### src/rtl/adc_trigger_responder_if.sv
// Bus bundle between the ADC trigger responder and its surroundings:
// the trigger/ack handshake with the transmit controller, the ADC sample
// stream, the record-buffer write port and the status outputs.
// The "slave" modport is the responder itself; "master" is the environment.
interface adc_trigger_responder_if #(
  parameter int DATA_W = 12,
  parameter int ADDR_W = 13
);
  // Control and sample inputs to the responder
  logic              iArm;
  logic              itxADCTriggerLine;
  logic [ADDR_W:0]   iRecLength;
  logic [DATA_W-1:0] iADCData;
  logic              iADCDataValid;

  // Handshake, write port and status outputs of the responder
  logic              otxADCTriggerAck;
  logic              oWrEn;
  logic [ADDR_W-1:0] oWrAddr;
  logic [DATA_W-1:0] oWrData;
  logic              oCapturing;
  logic              oDone;
  logic [ADDR_W:0]   oSampleCount;

  modport slave (
    input  iArm, itxADCTriggerLine, iRecLength, iADCData, iADCDataValid,
    output otxADCTriggerAck, oWrEn, oWrAddr, oWrData, oCapturing, oDone,
           oSampleCount
  );

  modport master (
    output iArm, itxADCTriggerLine, iRecLength, iADCData, iADCDataValid,
    input  otxADCTriggerAck, oWrEn, oWrAddr, oWrData, oCapturing, oDone,
           oSampleCount
  );
endinterface

### src/rtl/adc_trigger_responder.sv
// ADC-side end of the transmit-trigger handshake. The asynchronous trigger
// line is synchronized into adcCLK, a rising edge while armed is
// acknowledged and starts capture of a programmed number of samples into a
// record buffer through a registered write port.
module adc_trigger_responder #(
  parameter int DATA_W      = 12,
  parameter int ADDR_W      = 13,
  parameter int SYNC_STAGES = 2   // must be at least 2
) (
  input  logic                     adcCLK,
  input  logic                     iRESET,
  adc_trigger_responder_if.slave   bus
);

  typedef enum logic [1:0] {
    S_IDLE    = 2'd0,
    S_ARMED   = 2'd1,
    S_CAPTURE = 2'd2,
    S_DONE    = 2'd3
  } state_t;

  // Largest record the buffer can hold; longer requests are clamped to it.
  localparam logic [ADDR_W:0] MAX_LEN = {1'b1, {ADDR_W{1'b0}}};
  localparam logic [ADDR_W:0] ONE     = (ADDR_W+1)'(1);

  state_t                  state_q;
  logic [SYNC_STAGES-1:0]  sync_q;
  logic                    trig_d_q;
  logic [ADDR_W:0]         count_q;
  logic [ADDR_W:0]         len_q;
  logic                    ack_q;
  logic                    wr_en_q;
  logic [ADDR_W-1:0]       wr_addr_q;
  logic [DATA_W-1:0]       wr_data_q;
  logic                    capturing_q;
  logic                    done_q;

  logic                    trig_s;
  logic                    trig_rise;
  logic [ADDR_W:0]         len_d;

  assign trig_s    = sync_q[SYNC_STAGES-1];
  assign trig_rise = trig_s & ~trig_d_q;
  assign len_d     = (bus.iRecLength > MAX_LEN) ? MAX_LEN : bus.iRecLength;

  // Trigger-line synchronizer chain plus the delayed copy for edge detection
  always_ff @(posedge adcCLK or posedge iRESET) begin
    if (iRESET) begin
      sync_q   <= '0;
      trig_d_q <= 1'b0;
    end else begin
      sync_q   <= {sync_q[SYNC_STAGES-2:0], bus.itxADCTriggerLine};
      trig_d_q <= trig_s;
    end
  end

  // Capture FSM, sample counter, write port and ack handshake
  always_ff @(posedge adcCLK or posedge iRESET) begin
    if (iRESET) begin
      state_q     <= S_IDLE;
      count_q     <= '0;
      len_q       <= '0;
      ack_q       <= 1'b0;
      wr_en_q     <= 1'b0;
      wr_addr_q   <= '0;
      wr_data_q   <= '0;
      capturing_q <= 1'b0;
      done_q      <= 1'b0;
    end else begin
      // The write strobe is a single-cycle pulse unless a sample is taken.
      wr_en_q <= 1'b0;

      // Ack drops once the synchronized trigger is seen low, in any state.
      if (ack_q && !trig_s) begin
        ack_q <= 1'b0;
      end

      if (!bus.iArm) begin
        // Disarm wins over everything, including a rise or a final sample.
        state_q     <= S_IDLE;
        count_q     <= '0;
        ack_q       <= 1'b0;
        capturing_q <= 1'b0;
        done_q      <= 1'b0;
      end else begin
        case (state_q)
          S_IDLE: begin
            count_q <= '0;
            state_q <= S_ARMED;
          end

          S_ARMED: begin
            if (trig_rise) begin
              ack_q   <= 1'b1;
              len_q   <= len_d;
              count_q <= '0;
              if (len_d == '0) begin
                state_q <= S_DONE;
                done_q  <= 1'b1;
              end else begin
                state_q     <= S_CAPTURE;
                capturing_q <= 1'b1;
              end
            end
          end

          S_CAPTURE: begin
            // Once the last sample has been written the count equals the
            // latched length; no write is ever issued at count >= len.
            if (count_q >= len_q) begin
              state_q     <= S_DONE;
              capturing_q <= 1'b0;
              done_q      <= 1'b1;
            end else if (bus.iADCDataValid) begin
              wr_en_q   <= 1'b1;
              wr_addr_q <= count_q[ADDR_W-1:0];
              wr_data_q <= bus.iADCData;
              count_q   <= count_q + ONE;
            end
          end

          S_DONE: begin
            // Hold the result; further triggers are ignored until disarm.
            done_q <= 1'b1;
          end

          default: begin
            state_q <= S_IDLE;
          end
        endcase
      end
    end
  end

  assign bus.otxADCTriggerAck = ack_q;
  assign bus.oWrEn            = wr_en_q;
  assign bus.oWrAddr          = wr_addr_q;
  assign bus.oWrData          = wr_data_q;
  assign bus.oCapturing       = capturing_q;
  assign bus.oDone            = done_q;
  assign bus.oSampleCount     = count_q;

endmodule

### src/flat_wrapper.sv
// flat-port wrapper written by rule: the top's interface ports become plain ports
module adc_trigger_responder_flat 
#(
  parameter int DATA_W      = 12,
  parameter int ADDR_W      = 13,
  parameter int SYNC_STAGES = 2                        
)
  (adcCLK, iRESET, bus_iArm, bus_itxADCTriggerLine, bus_iRecLength, bus_iADCData, bus_iADCDataValid, bus_otxADCTriggerAck, bus_oWrEn, bus_oWrAddr, bus_oWrData, bus_oCapturing, bus_oDone, bus_oSampleCount);
  adc_trigger_responder_if #(.DATA_W(DATA_W), .ADDR_W(ADDR_W)) bus_i ();
  input  logic adcCLK;
  input  logic iRESET;
  input wire logic [$bits(bus_i.iArm)-1:0] bus_iArm;
  input wire logic [$bits(bus_i.itxADCTriggerLine)-1:0] bus_itxADCTriggerLine;
  input wire logic [$bits(bus_i.iRecLength)-1:0] bus_iRecLength;
  input wire logic [$bits(bus_i.iADCData)-1:0] bus_iADCData;
  input wire logic [$bits(bus_i.iADCDataValid)-1:0] bus_iADCDataValid;
  output wire logic [$bits(bus_i.otxADCTriggerAck)-1:0] bus_otxADCTriggerAck;
  output wire logic [$bits(bus_i.oWrEn)-1:0] bus_oWrEn;
  output wire logic [$bits(bus_i.oWrAddr)-1:0] bus_oWrAddr;
  output wire logic [$bits(bus_i.oWrData)-1:0] bus_oWrData;
  output wire logic [$bits(bus_i.oCapturing)-1:0] bus_oCapturing;
  output wire logic [$bits(bus_i.oDone)-1:0] bus_oDone;
  output wire logic [$bits(bus_i.oSampleCount)-1:0] bus_oSampleCount;
  assign bus_i.iArm = bus_iArm;
  assign bus_i.itxADCTriggerLine = bus_itxADCTriggerLine;
  assign bus_i.iRecLength = bus_iRecLength;
  assign bus_i.iADCData = bus_iADCData;
  assign bus_i.iADCDataValid = bus_iADCDataValid;
  assign bus_otxADCTriggerAck = bus_i.otxADCTriggerAck;
  assign bus_oWrEn = bus_i.oWrEn;
  assign bus_oWrAddr = bus_i.oWrAddr;
  assign bus_oWrData = bus_i.oWrData;
  assign bus_oCapturing = bus_i.oCapturing;
  assign bus_oDone = bus_i.oDone;
  assign bus_oSampleCount = bus_i.oSampleCount;
  adc_trigger_responder #(.DATA_W(DATA_W), .ADDR_W(ADDR_W), .SYNC_STAGES(SYNC_STAGES)) u_core (.adcCLK(adcCLK), .iRESET(iRESET), .bus(bus_i));
endmodule
### config.mk
export PLATFORM = sky130hd
export DESIGN_NAME = adc_trigger_responder_flat
export DESIGN_NICKNAME = d
export VERILOG_FILES = /design/src/rtl/adc_trigger_responder_if.sv /design/src/rtl/adc_trigger_responder.sv /design/src/flat_wrapper.sv
export SDC_FILE = /design/constraint.sdc
export NUM_CORES = 1
export LEC_CHECK = 0
export CORE_ASPECT_RATIO = 2
export CORE_MARGIN = 5
export CORE_UTILIZATION = 48
export DETAILED_ROUTE_END_ITERATION = 10
export DONT_BUFFER_PORTS = 1
export PLACE_DENSITY = 0.74
export SKIP_LAST_GASP = 1
export SLEW_MARGIN = 20
export SYNTH_ARGS = -nofsm -noshare
export SYNTH_HDL_FRONTEND = slang
export SYNTH_SLANG_ARGS = --single-unit
### constraint.sdc
create_clock -name adcCLK -period 4 [get_ports adcCLK]
set_input_delay 0.6 -clock adcCLK [delete_from_list [all_inputs] [get_ports adcCLK]]
set_output_delay 0.6 -clock adcCLK [all_outputs]
set_load 0.005 [all_outputs]
[After elaboration in Yosys (flattened, before gate mapping)]
Cells that the tools add are included.
Operators by class
  mux-type cells: 29
  $lt $le $gt $ge: 2
  add/subtract/negate cells: 1
  bitwise gates (word level): 3
  eq/ne operators: 12
  reduce and logical (&&, ||, !) cells: 10
Operator list (count)
  $mux W14: 5
  $pmux W14 S3: 1
  $mux W1: 17
  $reduce_and A4 Y1: 4
  $add A14 B1 Y14 const B: 1
  $ge A14 B14 Y1: 1
  $gt A14 B14 Y1 const B: 1
  $logic_not A14 Y1: 1
  $ne A3 B2 Y1 const B: 3
  $ne A3 B3 Y1 const B: 3
  $ne A4 B1 Y1 const B: 2
  $mux W2: 3
  $pmux W2 S3: 1
  $reduce_and A3 Y1: 2
  $eq A2 B2 Y1 const B: 2
  $ne A3 B1 Y1 const B: 1
  $pmux W1 S3: 1
  $eq A2 B1 Y1 const B: 1
  $logic_not A2 Y1: 1
  $not A1 Y1: 2
  $pmux W1 S2: 1
  $and A1 B1 Y1: 1
  $logic_and A1 B1 Y1: 1
  $logic_not A1 Y1: 1
Word-level totals
  word-level logic and storage cells: 68
  bits of input ports: 31
  bits in registers: 62
  output and inout bits: 43

[Longest topological paths before layout]
Gate-level depths: netlist (run 1).
  depth in word-level cells: 7
  gate-level depth with buffers: 9
  mapped depth without buffers: 8

[Worst setup path before layout (run 1)]
No wires, ideal clock.
  path type: register to register
  from: register u_core.count_q[7] (netlist: u_core.bus.oSampleCount[7])
  to: register u_core.wr_addr_q[10] (netlist: u_core.bus.oWrAddr[10])
  clock period less this slack: 2.243 ns
  setup slack: 1.757 ns
  required time: 3.875 ns
  path buffers: 1
  cell stages (with the launch flop): 9
  setup time: 0.125 ns
  arrival: 2.118 ns
  path through: dfrtp_1 ha_1 a21oi_1 o21ai_1 a211oi_4 and2_1 nand2_4 buf_6 mux2_4
On the way
  longest elaborated chain between the ends: 3
RTL lines
  from (decl): line adc_trigger_responder.sv:29  | logic [ADDR_W:0] count_q;
  from (signal assigned): line adc_trigger_responder.sv:118  | count_q <= count_q + ONE;
  $ge A14 B14 Y1: line adc_trigger_responder.sv:110  | if (count_q >= len_q) begin
  $not A1 Y1 (no line)
  $reduce_and A4 Y1 (no line)
  to (signal assigned): line adc_trigger_responder.sv:116  | wr_addr_q <= count_q[ADDR_W-1:0];
  to (decl): line adc_trigger_responder.sv:33  | logic [ADDR_W-1:0] wr_addr_q;
Every way passes these cells.
A chain may end at the register's enable or synchronous reset.

[Worst setup path in the final report (run 1)]
  from: register u_core.count_q[7] (netlist: u_core.bus.oSampleCount[7])
  to: register u_core.wr_addr_q[4] (netlist: u_core.bus.oWrAddr[4])
The elaborated chain is that of the path after synthesis.

==> summary.txt, run 1 <==
Most numerous cell in the Yosys netlist = dfrtp_1
Number of synthesized flops with an enable pin = 0
Worst hold path class = input port to asynchronous set/reset pin
Flops & latches, synth = 62
DR DRC count = 0
Post-Syn Area = 3233 um^2
Max incr delay on CP = 0.50 ns
Die Ht = 126.1 um
Power per cell area = 596.8 nW/um^2
Pin count of the biggest net entering global routing = 34
Share of layout cells above drive strength 1 = 16.89%
Cts bufs inserted = 9
Logic pwr share = 24.8%
Layout area overhead = 11.30%
Yosys top cell by area = dfrtp_1
Sequential Area = 1551 um^2
Worst-margin pin slew = 0.8107 ns
Pre-antenna DRT Iters = 4
Initial core utilization = 48.83%
Avg Inst Size Synth = 11.19 um^2
Final worst path period need = 2.926 ns
Via count = 2308
Detailed-route wire length = 7.179 mm
Flop pwr share = 39.4%
Post-synth cell types = 49
First-pass GRT wire length = 11.46 mm
Final Cycle Share = 73.15%
Number of filler cells placed in the layout = 607
CTS root buffer = clkbuf_16
Count of final setup violators = 0
Most frequent cells after synthesis = 62 x dfrtp_1, 22 x inv_1, 21 x nand2_1, 19 x ha_1, 19 x mux2_4
Sw frac = 30.07%
Final nets = 341
Rel. slew slack = 45.45%
Placed Area = 3296 um^2
Fmax achieved = 341.7 MHz
Int Power = 1502 uW
Fraction of synthesized cell area taken by the top area cell type = 47.99%
Cell family with most CP delay = simple AND/OR/NAND/NOR gates
Post-CTS Resized = 0
Clock buffer depth = 2
Fin Clk Skew = 0.006404 ns
Core area = 6621 um^2
CP Cell Sequence = ha_1 -> a21oi_1 -> o21ai_1 -> a211oi_4 -> and2_1 -> nand2_4 -> mux2_4
Num rows = 42
Initial antenna violation count = 0
Sum of negative setup slack = 0 ns
Critical path arrival = 3.13 ns
Drt via density = 6.010
Unrepaired setup endpoints after global routing = no
Final hold vios = 0
Sequential element share of the synthesized area = 47.99%
Drt wl/cell = 18.70 um
Vias in the first global route = 2380
# Max-Cap Violations = 0
Die Wd = 68.03 um
CTS sink count = 62
Final instance area = 3598 um^2
Top_reg_cell synth = dfrtp_1
Reg clk slew, reported paths = 0.05 ns
Peak supply drop = 0.2247 mV
I/O Buffers = 0
Clock latency on the worst-skew pair = 0.32 ns
# hold bufs at CTS = 0
TritonCTS clock tree = built
Crit Path Class = flop to flop
Die Area = 8576 um^2
Post-Syn Instances = 289
GRT Overall Usage = 17.67%
Pleak = 0.001688 uW
# H-tree levels = 3
Routed Antenna Nets = 0
Grt ovf = 0
Worst-path fanout max = 26
Drt initial violations = 190
CP required = 4.20 ns
RD Place Congestion = 0.8494
Outcome = finished clean
Ys async rst share = 100.0%
Final-report max-slew violation count = 0
Clock power frac = 35.9%
Post-CTS setup repair buffer count = 0
Slowest CP cell = dfrtp_1
Area of the multi-input gates = 1544 um^2
NetSw = 645.8 uW
Antenna cells = 0
Synth warn = 0
CP bufs+invs = 0
Mapped Nets = 339
# IOs = 74
Critical Path End Type = flop
Top cells by area, synth = dfrtp_1 48%, mux2_4 8.8%, ha_1 7.4%
DP HPWL = 5.517 mm
Crit path launch type = flop
[cell type report]
cell class / instances / area share [%]
well taps: 88 / 3.060
clock buffers: 13 / 7.232
flip-flops and latches: 62 / 43.12
inverters: 22 / 2.295
multi-input cells: 195 / 42.91
repair buffers: 1 / 0.2086
clock inverters: 3 / 1.182
[metal layers]
layer,share of wire (%),vias to the layer above,track usage (%),wire (um)
li1,-,1060,-,-
met1,36,1132,18.78,2599
met2,53,96,29.29,3830
met3,6.9,20,4.902,497
met4,3.5,0,11.37,250
met5,0,-,0,0
[power groups by stage]
stage / Combinational (uW) / Sequential [uW] / Clock (uW)
2_1_floorplan: 450 / 826 / 0
3_3_place_gp: 510 / 851 / 0
3_5_place_dp: 532 / 859 / 0
4_1_cts: 535 / 848 / 785
5_1_grt: 595 / 861 / 808
6_report: 532 / 845 / 770
[layout by cell type (no fill, tap or decap), types with 3 or more instances in the layout]
| master | count |
|---|---|
| clkbuf_16 | 9 |
| dfrtp_1 | 62 |
| a21oi_1 | 9 |
| nand3_1 | 17 |
| and3_1 | 4 |
| mux2_4 | 19 |
| a41oi_1 | 3 |
| nand2b_1 | 6 |
| ha_1 | 19 |
| mux2i_1 | 3 |
| nand4_1 | 6 |
| nor2_1 | 6 |
| a22o_1 | 9 |
| nor3_1 | 4 |
| o21ai_0 | 15 |
| a31oi_1 | 5 |
| mux2_2 | 7 |
| nor4_1 | 4 |
| and2_1 | 4 |
| nand2_1 | 21 |
| inv_1 | 21 |
[registers in the layout, indices dropped and copies added (netlist names)]
name and count:
u_core.bus.oCapturing 1, u_core.bus.oSampleCount 14, u_core.state_q 2, u_core.bus.otxADCTriggerAck 1, u_core.sync_q 2, u_core.bus.oWrAddr 13, u_core.bus.oDone 1, u_core.bus.oWrData 12
u_core.bus.oWrEn 1, u_core.trig_d_q 1, u_core.len_q 14
[cells by family (layout without fill, tap and decap cells)]
group / count (synthesis) / count (layout) / share of synthesized area, %
AND/OR/NAND/NOR: 82 / 82 / 13.55
flip-flops: 62 / 62 / 47.99
adder cells (fa/ha/maj): 19 / 19 / 7.353
multiplexers: 29 / 29 / 12.19
AO/OA/AOI/OAI: 65 / 65 / 14.67
buffers and inverters: 32 / 39 / 4.257
[worst register-to-register path: cells and delay by family (launching register included)]
family	cells	cell delay (ns)
flops	1	0.50
fa+ha+maj	1	0.39
simple gates	2	0.82
compound gates	3	0.68
mux	1	0.42
[path summary, 6_finish.rpt]
kind | from | end | slack [ns] | cells after the start
min in group adcCLK | bus_itxADCTriggerLine | u_core.sync_q[0] | 0.30 | 0
worst max register to register | u_core.bus.oSampleCount[7] | u_core.bus.oWrAddr[4] | 1.07 | 7
worst max-delay path | u_core.bus.oSampleCount[7] | u_core.bus.oWrAddr[4] | 1.07 | 7
worst min-delay path | iRESET | u_core.bus.oWrData[8] | 0.25 | 1
max in group asynchronous | iRESET | u_core.bus.oWrAddr[7] | 2.89 | 2
worst min register to register | u_core.sync_q[0] | u_core.sync_q[1] | 0.36 | 0
[through the flow]
step | utilization, % | instances | hold WS (ns) | power, uW | setup WS [ns]
floorplan | - | 289 | 0.3312 | 1275 | 1.757
global placement | 49.77 | 368 | 0.3357 | 1361 | 1.155
detailed placement | 49.77 | 368 | 0.3396 | 1391 | 1.075
CTS | 54.35 | 384 | 0.2579 | 2169 | 1.089
global route | 54.35 | 384 | 0.2942 | 2264 | 0.9360
finish | 54.35 | 384 | 0.2491 | 2148 | 1.074
(Power assumes the default switching activity.)
==> inputs of run 2 (changes only) <==
- clock period: 4 -> 3.01 ns (I/O delays scaled with it)
==> run 2 against run 1 <==
Net effect: via count is 1.7% lower; critical endpoint is now u_core.bus.oWrData[6]; first-iteration DRC count is 6.8% lower; cell count grew 1.0%; count of clock-buffer cells in the layout shrank 1; sequential power increased by 33%; power grew 37%; combinational power increased by 36%; critical path depth stayed put; non-clock buffer count rose by 4; register-to-register slack got worse by 0.69 ns.
==> summary.txt, run 2 (same netlist as run 1, synthesis figures left out) <==
Antenna cells = 0 (unchanged)
Area of the multi-input gates = 1544 um^2 (unchanged)
Cts bufs inserted = 9 (unchanged)
Sum of negative setup slack = 0 ns (unchanged)
Final WS setup = 0.3865 ns (-0.6873 ns)
Critical Path End Type = flop
CTS root buffer = clkbuf_16
Clock latency on the worst-skew pair = 0.33 ns (about the same)
Unrepaired setup endpoints after global routing = no
Metal1 wirelength = 2.455 mm (-5.5%)
Peak supply drop = 0.4472 mV (+99%)
Placed cell count = 372 (+1.1%)
Post-CTS setup repair buffer count = 0 (unchanged)
GRT Overall Usage = 18.42% (+0.75 points)
Pin count of the biggest net entering global routing = 50 (+47%)
RD Place Congestion = 0.8412 (-0.97%)
Reg-to-reg endpoint = u_core.bus.oWrData[6]
Share of layout cells above drive strength 1 = 18.00% (+1.1 points)
DR DRC count = 0 (unchanged)
Final-report max-slew violation count = 0 (unchanged)
Final nets = 345 (+1.2%)
Drt via density = 5.845 (-2.7%)
# IOs = 74 (unchanged)
Grt ovf = 0 (unchanged)
Final worst path period need = 2.624 ns (-0.3027 ns)
TritonCTS clock tree = built
Critical path arrival = 2.84 ns (-0.29 ns)
Core area = 6621 um^2 (unchanged)
First-pass GRT wire length = 11.85 mm (+3.4%)
Initial antenna violation count = 0 (unchanged)
Die Wd = 68.03 um (unchanged)
Number of filler cells placed in the layout = 584 (-3.8%)
R2r setup slk = 0.39 ns (-0.69 ns)
Initial core utilization = 48.83% (unchanged)
Pleak = 0.001718 uW (+1.8%)
Metal2 WL = 3.901 mm (+1.9%)
Num rows = 42 (unchanged)
Pre-antenna DRT Iters = 4 (unchanged)
CTS sink count = 62 (unchanged)
# Max-Cap Violations = 0 (unchanged)
Drt wl/cell = 18.40 um (-1.6%)
Reg clk slew, reported paths = 0.05 ns (about the same)
Layout area overhead = 12.69%
Clock buffer depth = 2 (unchanged)
Final Cycle Share = 87.16% (+14 points)
Top sig layer = met4
Drt initial violations = 177 (-6.8%)
Most frequent cells in the layout = 62 x dfrtp_1, 21 x nand2_1, 21 x inv_1
Commonest non-fill, non-tap cell in the layout = dfrtp_1
Worst r2r src = u_core.bus.oSampleCount[11]
Fin Clk Skew = 0.004987 ns (-0.001417 ns)
Worst Reg2Reg Path Length in Cells = 7 (unchanged)
Via count = 2268 (-1.7%)
Crit Path Class = flop to flop
Final Non-Filler Cells = 388 (+1.0%)
Count of final setup violators = 0 (unchanged)
Crit path launch type = flop
# H-tree levels = 3 (unchanged)
Worst-margin pin slew = 0.8181 ns (+0.007407 ns)
Met3 routed WL = 548 um (+10%)
Post-CTS Resized = 0 (unchanged)
Critical Path Source = u_core.bus.oSampleCount[11]
Detailed-route wire length = 7.141 mm (-0.53%)
Power per cell area = 804.9 nW/um^2 (+35%)
Die Area = 8576 um^2 (unchanged)
Hold_ws = 0.1360 ns (-0.1131 ns)
Worst-path fanout max = 26 (unchanged)
I/O Buffers = 0 (unchanged)
Die Ht = 126.1 um (unchanged)
CP required = 3.22 ns (-0.98 ns)
Vias in the first global route = 2474 (+3.9%)
Sequential Area = 1551 um^2 (unchanged)
Routed Antenna Nets = 0 (unchanged)
Outcome = finished clean
# hold bufs at CTS = 0 (unchanged)
DP HPWL = 5.396 mm (-2.2%)
Post-place setup slack = 0.4017 ns (-0.6737 ns)
Worst hold path class = input port to asynchronous set/reset pin
Fmax achieved = 381.2 MHz (+12%)
Rel. slew slack = 45.39% (-0.059 points)
Final hold vios = 0 (unchanged)
[run 2: final cells by class]
class | instances | area share, %
Sequential cell | 62 | 42.58
Multi-Input combinational cell | 195 | 42.38
Clock buffer | 12 | 6.765
Tap cell | 88 | 3.022
Inverter | 22 | 2.301
Clock inverter | 4 | 1.923
Timing Repair Buffer | 5 | 1.030
[run 2: routing by layer]
layer / vias to the layer above / track usage, %
met2: 79 / 31.34
met3: 21 / 7.932
met1: 1108 / 17.46
li1: 1060 / -
met4: 0 / 10.79
met5: - / 0
[run 2: how the worst max path moves through the flow]
stage | to | slack, ns | cells past startpoint
finish | u_core.bus.oWrData[6] | 0.39 | 7
floorplan | u_core.bus.oWrAddr[10] | 0.77 | 8
CTS | u_core.bus.oWrAddr[12] | 0.39 | 7
global route | u_core.bus.oWrAddr[12] | 0.25 | 7
global placement | u_core.bus.oWrAddr[8] | 0.44 | 7
detailed placement | u_core.bus.oWrAddr[4] | 0.40 | 7
[run 2: where the power goes]
| part | leakage (uW) | switching [uW] | internal (uW) |
|---|---|---|---|
| Clock | 0.000157 | 344 | 743 |
| Combinational | 0.000733 | 404 | 320 |
| Sequential | 0.000829 | 120 | 1000 |
[run 2: through the flow]
step | cell area, um^2 | utilization [%] | total power [uW]
2_1_floorplan | 3233 | - | 1695
3_3_place_gp | 3326 | 50.23 | 1819
4_1_cts | 3642 | 55.01 | 2963
6_report | 3643 | 55.03 | 2933
5_1_grt | 3643 | 55.03 | 3097
3_5_place_dp | 3326 | 50.23 | 1854
[run 2: critical path, stage by stage (launching register included)]
cell	delay, ns
dfrtp_1	0.49
ha_1	0.36
nand4_1	0.14
nor2_2	0.31
o311ai_4	0.23
and2_1	0.23
nand2_4	0.34
mux2_2	0.39
